===== src/rtl/mem_port_arbiter.sv =====
// Arbitrates fetch and load/store onto one fixed-latency memory port.
// Define ARB_RR_EN for round-robin; default is data-first with a starvation guard.
module mem_port_arbiter #(
    parameter int AW         = 16,
    parameter int DW         = 32,
    parameter int MEM_LAT    = 1,
    parameter int STARVE_MAX = 8
) (
    input  logic          clk,
    input  logic          rst,
    input  logic          i_req,
    input  logic [AW-1:0] i_addr,
    output logic          i_gnt,
    output logic          i_rvalid,
    output logic [DW-1:0] i_rdata,
    input  logic          d_req,
    input  logic          d_we,
    input  logic [AW-1:0] d_addr,
    input  logic [DW-1:0] d_wdata,
    input  logic [3:0]    d_wstrb,
    output logic          d_gnt,
    output logic          d_rvalid,
    output logic [DW-1:0] d_rdata,
    output logic          mem_en,
    output logic          mem_we,
    output logic [AW-1:0] mem_addr,
    output logic [DW-1:0] mem_wdata,
    output logic [3:0]    mem_wstrb,
    input  logic [DW-1:0] mem_rdata,
    output logic          busy
);

    typedef enum logic {
        S_IDLE,
        S_WAIT
    } state_t;

    localparam int LW = $clog2(MEM_LAT + 1);

    state_t        state_q, state_d;
    logic [LW-1:0] lat_q, lat_d;
    logic          own_d_q, own_d_d;
    logic          store_q, store_d;
    logic          i_rvalid_q, i_rvalid_d;
    logic          d_rvalid_q, d_rvalid_d;
    logic [DW-1:0] i_rdata_q, i_rdata_d;
    logic [DW-1:0] d_rdata_q, d_rdata_d;
    logic          gnt_i, gnt_d;

`ifdef ARB_RR_EN
    logic last_d_q, last_d_d;
`else
    localparam int SW = $clog2(STARVE_MAX + 1);
    logic [SW-1:0] starve_q, starve_d;
`endif

    // Grants are combinational and suppressed while reset is held.
    always_comb begin
        gnt_i = 1'b0;
        gnt_d = 1'b0;
        if (rst && state_q == S_IDLE) begin
            if (i_req && d_req) begin
`ifdef ARB_RR_EN
                gnt_i = last_d_q;
`else
                gnt_i = (starve_q == SW'(STARVE_MAX));
`endif
                gnt_d = !gnt_i;
            end else begin
                gnt_i = i_req;
                gnt_d = d_req;
            end
        end
    end

`ifdef ARB_RR_EN
    always_comb begin
        last_d_d = last_d_q;
        if (gnt_d) begin
            last_d_d = 1'b1;
        end else if (gnt_i) begin
            last_d_d = 1'b0;
        end
    end
`else
    always_comb begin
        starve_d = starve_q;
        if (!i_req || gnt_i) begin
            starve_d = '0;
        end else if (gnt_d) begin
            starve_d = starve_q + SW'(1);
        end
    end
`endif

    always_comb begin
        mem_en    = 1'b0;
        mem_we    = 1'b0;
        mem_addr  = '0;
        mem_wdata = '0;
        mem_wstrb = '0;
        unique case (1'b1)
            gnt_d: begin
                mem_en    = 1'b1;
                mem_we    = d_we;
                mem_addr  = d_addr;
                mem_wdata = d_wdata;
                mem_wstrb = d_wstrb;
            end
            gnt_i: begin
                mem_en   = 1'b1;
                mem_addr = i_addr;
            end
            default: mem_en = 1'b0;
        endcase
    end

    always_comb begin
        state_d    = state_q;
        lat_d      = lat_q;
        own_d_d    = own_d_q;
        store_d    = store_q;
        i_rvalid_d = 1'b0;
        d_rvalid_d = 1'b0;
        i_rdata_d  = i_rdata_q;
        d_rdata_d  = d_rdata_q;
        unique case (state_q)
            S_IDLE: begin
                if (gnt_i || gnt_d) begin
                    state_d = S_WAIT;
                    lat_d   = LW'(1);
                    own_d_d = gnt_d;
                    store_d = gnt_d && d_we;
                end
            end
            S_WAIT: begin
                if (lat_q == LW'(MEM_LAT)) begin
                    state_d = S_IDLE;
                    lat_d   = '0;
                    if (own_d_q) begin
                        d_rvalid_d = 1'b1;
                        if (!store_q) begin
                            d_rdata_d = mem_rdata;
                        end
                    end else begin
                        i_rvalid_d = 1'b1;
                        i_rdata_d  = mem_rdata;
                    end
                end else begin
                    lat_d = lat_q + LW'(1);
                end
            end
            default: state_d = S_IDLE;
        endcase
    end

    always_ff @(posedge clk or negedge rst) begin
        if (!rst) begin
            state_q    <= S_IDLE;
            lat_q      <= '0;
            own_d_q    <= 1'b0;
            store_q    <= 1'b0;
            i_rvalid_q <= 1'b0;
            d_rvalid_q <= 1'b0;
            i_rdata_q  <= '0;
            d_rdata_q  <= '0;
`ifdef ARB_RR_EN
            last_d_q   <= 1'b0;
`else
            starve_q   <= '0;
`endif
        end else begin
            state_q    <= state_d;
            lat_q      <= lat_d;
            own_d_q    <= own_d_d;
            store_q    <= store_d;
            i_rvalid_q <= i_rvalid_d;
            d_rvalid_q <= d_rvalid_d;
            i_rdata_q  <= i_rdata_d;
            d_rdata_q  <= d_rdata_d;
`ifdef ARB_RR_EN
            last_d_q   <= last_d_d;
`else
            starve_q   <= starve_d;
`endif
        end
    end

    assign i_gnt    = gnt_i;
    assign d_gnt    = gnt_d;
    assign i_rvalid = i_rvalid_q;
    assign d_rvalid = d_rvalid_q;
    assign i_rdata  = i_rdata_q;
    assign d_rdata  = d_rdata_q;
    assign busy     = (state_q == S_WAIT);

endmodule


===== config.mk =====
export PLATFORM = sky130hd
export DESIGN_NAME = mem_port_arbiter
export DESIGN_NICKNAME = d
export VERILOG_FILES = /design/src/rtl/mem_port_arbiter.sv
export SDC_FILE = /design/constraint.sdc
export NUM_CORES = 1
export LEC_CHECK = 0
export ABC_AREA = 1
export CAP_MARGIN = 15
export CORE_UTILIZATION = 34
export CTS_BUF_LIST = sky130_fd_sc_hd__clkbuf_8
export DETAILED_ROUTE_END_ITERATION = 8
export PLACE_DENSITY = 0.83
export SYNTH_ARGS = -nofsm -noshare
export SYNTH_HDL_FRONTEND = slang
export SYNTH_SLANG_ARGS = --single-unit

===== constraint.sdc =====
create_clock -name clk -period 1.4 [get_ports clk]
set_input_delay 0.21 -clock clk [delete_from_list [all_inputs] [get_ports clk]]
set_output_delay 0.21 -clock clk [all_outputs]
set_load 0.05 [all_outputs]

Word-level counts from Yosys, hierarchy flattened. Cells that the tools add are included.

Add/subtract/negate cells: 2. Equality and inequality tests: 2. Muxes and demuxes: 23. Bitwise operators: 3. Reduce and logical (&&, ||, !) cells: 12.

Operators with widths (number): $mux W32 (1); $pmux W16 S2 (1); $mux W1 (16); $mux W4 (3); $add A4 B1 Y4 const B (1); $eq A4 B4 Y1 const B (1); $pmux W1 S2 (2); $reduce_and A4 Y1 (1); $logic_and A1 B1 Y1 (3); $not A1 Y1 (3); $reduce_and A3 Y1 (1); $logic_not A1 Y1 (2); $logic_or A1 B1 Y1 (2); $ne A2 B1 Y1 const B (1); $reduce_and A2 Y1 (1); $reduce_bool A2 Y1 (1); $reduce_or A2 Y1 (1); $add A1 B1 Y1 const B (1).

Register bits: 74. Bits of input ports: 105. Output and inout port bits: 123. Logic and storage cells: 51.

Depth between registers and ports, before layout. Gate-level depths: netlist of the first run.

Depth in word-level cells: 7. Gate-level depth with buffers: 9. Gate-level depth less buffers: 8.

Worst setup path before layout of the first run. Ideal clock, no wire load.

Path type: flip-flop to output port. From: reg state_q, in the netlist busy. To: out mem_wdata[25]. Arrival: 1.901 ns. Setup slack: -0.711 ns. Stages on the path, launching flop included: 7. Path through: dfrtp_1 -> inv_2 -> nand2_4 -> nor2_8 -> nand2_4 -> buf_2 -> nor2_1.

Word-level cells in the longest chain between the ends: 4.

Ends and longest elaborated chain: from (decl) (RTL line 40) `state_t state_q, state_d;`; from (signal assigned) (RTL line 173) `state_q <= state_d;`; $not A1 Y1 (no line); $logic_and A1 B1 Y1 (RTL line 61) `if (rst && state_q == S_IDLE) begin`; $mux W1 (RTL line 61); $mux W32 (RTL line 102) `unique case (1'b1)`; to (decl) (RTL line 27) `output logic [DW-1:0] mem_wdata,`.

Every way passes these cells.

Worst setup path after layout of the first run.
From: reg starve_q[0]. To: out mem_addr[6].

Word-level cells in the longest chain between the ends: 5. Elaborated cells on any way between the ends: 7.

Ends and longest elaborated chain: from (decl) (RTL line 54) `logic [SW-1:0] starve_q, starve_d;`; from (signal assigned) (RTL line 184) `starve_q <= starve_d;`; $eq A4 B4 Y1 * (RTL line 66) `gnt_i = (starve_q == SW'(STARVE_MAX));`; $logic_not A1 Y1 (RTL line 68) `gnt_d = !gnt_i;`; $mux W1 (RTL line 62) `if (i_req && d_req) begin`; $mux W1 (RTL line 61); $pmux W16 S2 * (RTL line 102); to (decl) (RTL line 26) `output logic [AW-1:0] mem_addr,`.

Every way passes the cells marked *; elsewhere a longest branch is shown, timed or not.

==> impl_metrics.py, run 1 <==
metrics = {
    "outcome": {
        "status": "complete, but fails checks",
        "violations": "setup timing",
    },
    "timing": {
        "finClkSkew_ns": 0.0147,
        "hold_viol_final": 0,
        "setup_ws_ns": -0.692,
        "fmax_ghz": 0.478,
        "setup_viol": 65,
        "maxSlewViolCount": 0,
        "fin_crit_sh": 1.49,
        "slew_headroom": 0.384,
        "fin_crit_ns": 2.09,
        "grt_setup_unrepaired": "true",
        "worstMarginPinSlew_ns": 0.924,
    },
    "detailed_routing": {
        "dr.first_iter.drc_count": 279,
        "drc": 0,
        "routed_wl_microns": 18100,
        "avgViaCountPerCell": 5.12,
        "routedWlPerCell_microns": 21.5,
        "antenna_left": 0,
        "drt-pass1-iter-count": 8,
        "via_count": 4317,
    },
    "floorplanning": {
        "row_count": 36,
        "initial_core_util": 0.352,
        "die_area_sq_um": 10600,
        "die_h_microns": 103,
        "core_area_sq_um": 9820,
        "ios": 228,
        "dieWidth_microns": 103,
    },
    "layout": {
        "synthToLayoutAreaGrowth_pct": 148,
        "regArea_sq_um": 1850,
        "num-nets-final": 811,
        "multiInputGateArea_sq_um": 1830,
        "fillers": 420,
        "utilization": 0.872,
        "drive_gt1_frac": 0.420,
    },
    "setup_path": {
        "reg2reg_from": "starve_q[0]",
        "critical_path.endpoint": "mem_addr[6]",
        "regToRegSetupSlack_ns": -0.48,
        "arrival_ns": 1.88,
        "r2r_end": "store_q",
        "worst-r2r-cell-count": 10,
        "cp-startpoint": "starve_q[0]",
        "required_ns": 1.19,
        "end_kind": "output pin",
        "path_class": "flop to output pin",
        "crit_fanout": 8,
        "cp-start-kind": "flop",
    },
    "min_path": {
        "hold_path_class": "input pin to asynchronous set/reset pin",
    },
    "synthesis": {
        "ys_warn_count": 0,
        "synth.ff_latch_count": 74,
        "synth_top_cells_by_area": "dfrtp_1 54%, nand2_1 14%, inv_1 8.5%, o21ai_0 7.4%, nor2_1 4.5%",
        "synth.most_common_cell": "nand2_1",
        "async_flop_share": 1.00,
        "synth_edf_count": 0,
        "synth.net_count": 538,
        "yosys_most_used_dff": "dfrtp_1",
        "synth.yosys.seq_area_share": 0.536,
        "synth_area_sq_um": 3450,
        "syn-instance-count": 431,
        "synth_area_per_cell_sq_um": 8.02,
        "synth_cell_types": 25,
        "netlist_top_cells_count": "126 x nand2_1, 78 x inv_1, 74 x dfrtp_1",
        "yosysTopAreaCellShare": 0.536,
        "yosys.area.top_type": "dfrtp_1",
    },
    "clock_tree": {
        "cts.sinks": 74,
        "path_clk_slew_ns": 0.09,
        "cts-root-buf": "clkbuf_8",
        "cts_htree_levels": 3,
        "cts_made_buffers": 9,
        "clk_latency_ns": 0.35,
        "tritoncts": "built",
        "holdBufCountCts": 0,
        "clock_path_buffers": 2,
    },
    "power_and_ir_drop": {
        "peakVddDrop_v": 0.00213,
        "powerDensity_nw_per_um2": 2050,
        "report.power.total_mw": 17.5,
        "power.leakage_nw": 4.07,
    },
    "place": {
        "place_ws_ns": -0.356,
        "hpwlAfterDp_microns": 10600,
        "port_buffers": 227,
        "gp_congestion": 0.832,
    },
    "global_route": {
        "grt_max_degree": 75,
        "overflow": 0,
        "grt_pass1_vias": 4321,
        "antenna_found_initial": 0,
        "grt_pass1_wl_microns": 23900,
        "grtUsageTotal": 0.306,
    },
    "job": {
        "drv_cap": 0,
    },
}
==> area by class of cell <==
cell class,count,share of cell area
Sequential cell,74,0.216
Timing Repair Buffer,277,0.484
Clock buffer,10,0.0161
Tap cell,133,0.0194
Multi-Input combinational cell,256,0.214
Timing Repair inverter,3,0.00511
Antenna cell,1,0.000292
Inverter,83,0.0400
Clock inverter,6,0.00482
==> critical path, stage by stage (launching register included) <==
cell and delay [ns]:
dfrtp_1 0.42, inv_2 0.10, ha_4 0.16, nand4_4 0.15, nand2_8 0.17, buf_12 0.14
inv_12 0.06, nand2_4 0.11, nand2_4 0.07, buf_12 0.15
==> how the worst min path moves through the flow <==
| stage | startpoint | to | slack (ns) | cells past startpoint |
|---|---|---|---|---|
| 2_1_floorplan | rst | busy | -0.09 | 0 |
| 3_3_place_gp | own_d_q | i_rvalid | 0.47 | 1 |
| 3_5_place_dp | own_d_q | i_rvalid | 0.48 | 1 |
| 4_1_cts | rst | i_rdata[23] | 0.16 | 2 |
| 5_1_grt | rst | i_rdata[23] | 0.22 | 2 |
| 6_report | rst | i_rdata[23] | 0.14 | 2 |
==> state kept, by name (all words and copies together), names as in the netlist <==
register / count
starve_q: 4
i_rvalid: 1
own_d_q: 1
d_rvalid: 1
store_q: 1
d_rdata: 32
lat_q: 1
i_rdata: 32
busy: 1
==> routing by layer <==
layer	up-vias	track usage	part of all wire
met5	-	0	0
met4	0	0.145	0.055
met3	88	0.123	0.10
met2	275	0.549	0.52
met1	2105	0.310	0.33
li1	1849	-	-
==> timing repair <==
item | 4_1_cts | 5_1_grt
gates resized for setup | 53 | 48
setup buffers | 12 | 12
cloned | 5 | 5
pin swaps | 8 | 10
setup endpoints to repair | 64 | 78
==> placed cells by master (no fill, tap or decap), types with 3 or more instances in the layout <==
| cell | count |
|---|---|
| buf_12 | 132 |
| buf_16 | 3 |
| buf_4 | 29 |
| buf_6 | 6 |
| clkbuf_16 | 4 |
| clkbuf_8 | 10 |
| clkdlybuf4s50_1 | 103 |
| dfrtp_1 | 73 |
| inv_1 | 77 |
| inv_2 | 3 |
| nand2_1 | 80 |
| nand2_2 | 11 |
| nand2_4 | 35 |
| nand2_8 | 5 |
| nand3_1 | 4 |
| nand4_1 | 4 |
| nor2_1 | 4 |
| nor2_4 | 40 |
| o21ai_0 | 41 |
| o21ai_1 | 22 |
==> metrics by stage <==
| step | setup TNS [ns] | area, sq um | std cells | hold WS (ns) |
|---|---|---|---|---|
| finish | -37.04 | 8560 | 843 | 0.143 |
| CTS | -29.84 | 8290 | 829 | 0.160 |
| floorplan | -11.14 | 3910 | 431 | -0.0856 |
| global placement | -16.96 | 7670 | 796 | 0.471 |
| global route | -40.12 | 8560 | 842 | 0.224 |
| detailed placement | -19.13 | 7670 | 796 | 0.476 |
==> logic make-up (layout without fill, tap and decap cells) <==
kind of cell,Yosys count,after routing,synth area share
and+or+nand+nor,187,187,0.233
buffers and inverters,101,379,0.126
DFF,74,74,0.536
AOI/OAI and AO/OA,67,67,0.0985
adders and majority gates,2,2,0.00724
other,0,1,0
==> report_power, final <==
group / switching, mW / internal, mW
Sequential: 1.14 / 3.13
Clock: 0.834 / 0.692
Combinational: 6.27 / 5.46
(Power assumes the default switching activity.)
==> inputs of run 2 (changes only) <==
Settings changed: CAP_MARGIN 15 to 10.
==> results of run 2 <==
Same layout as run 1: the final DEF is identical, and so are final timing and power.
==> inputs of run 3 (changes only) <==
Settings changed: ABC_CLOCK_PERIOD_IN_PS set to 1400.
==> results of run 3 <==
Same layout as run 1: the final DEF is identical, and so are final timing and power.
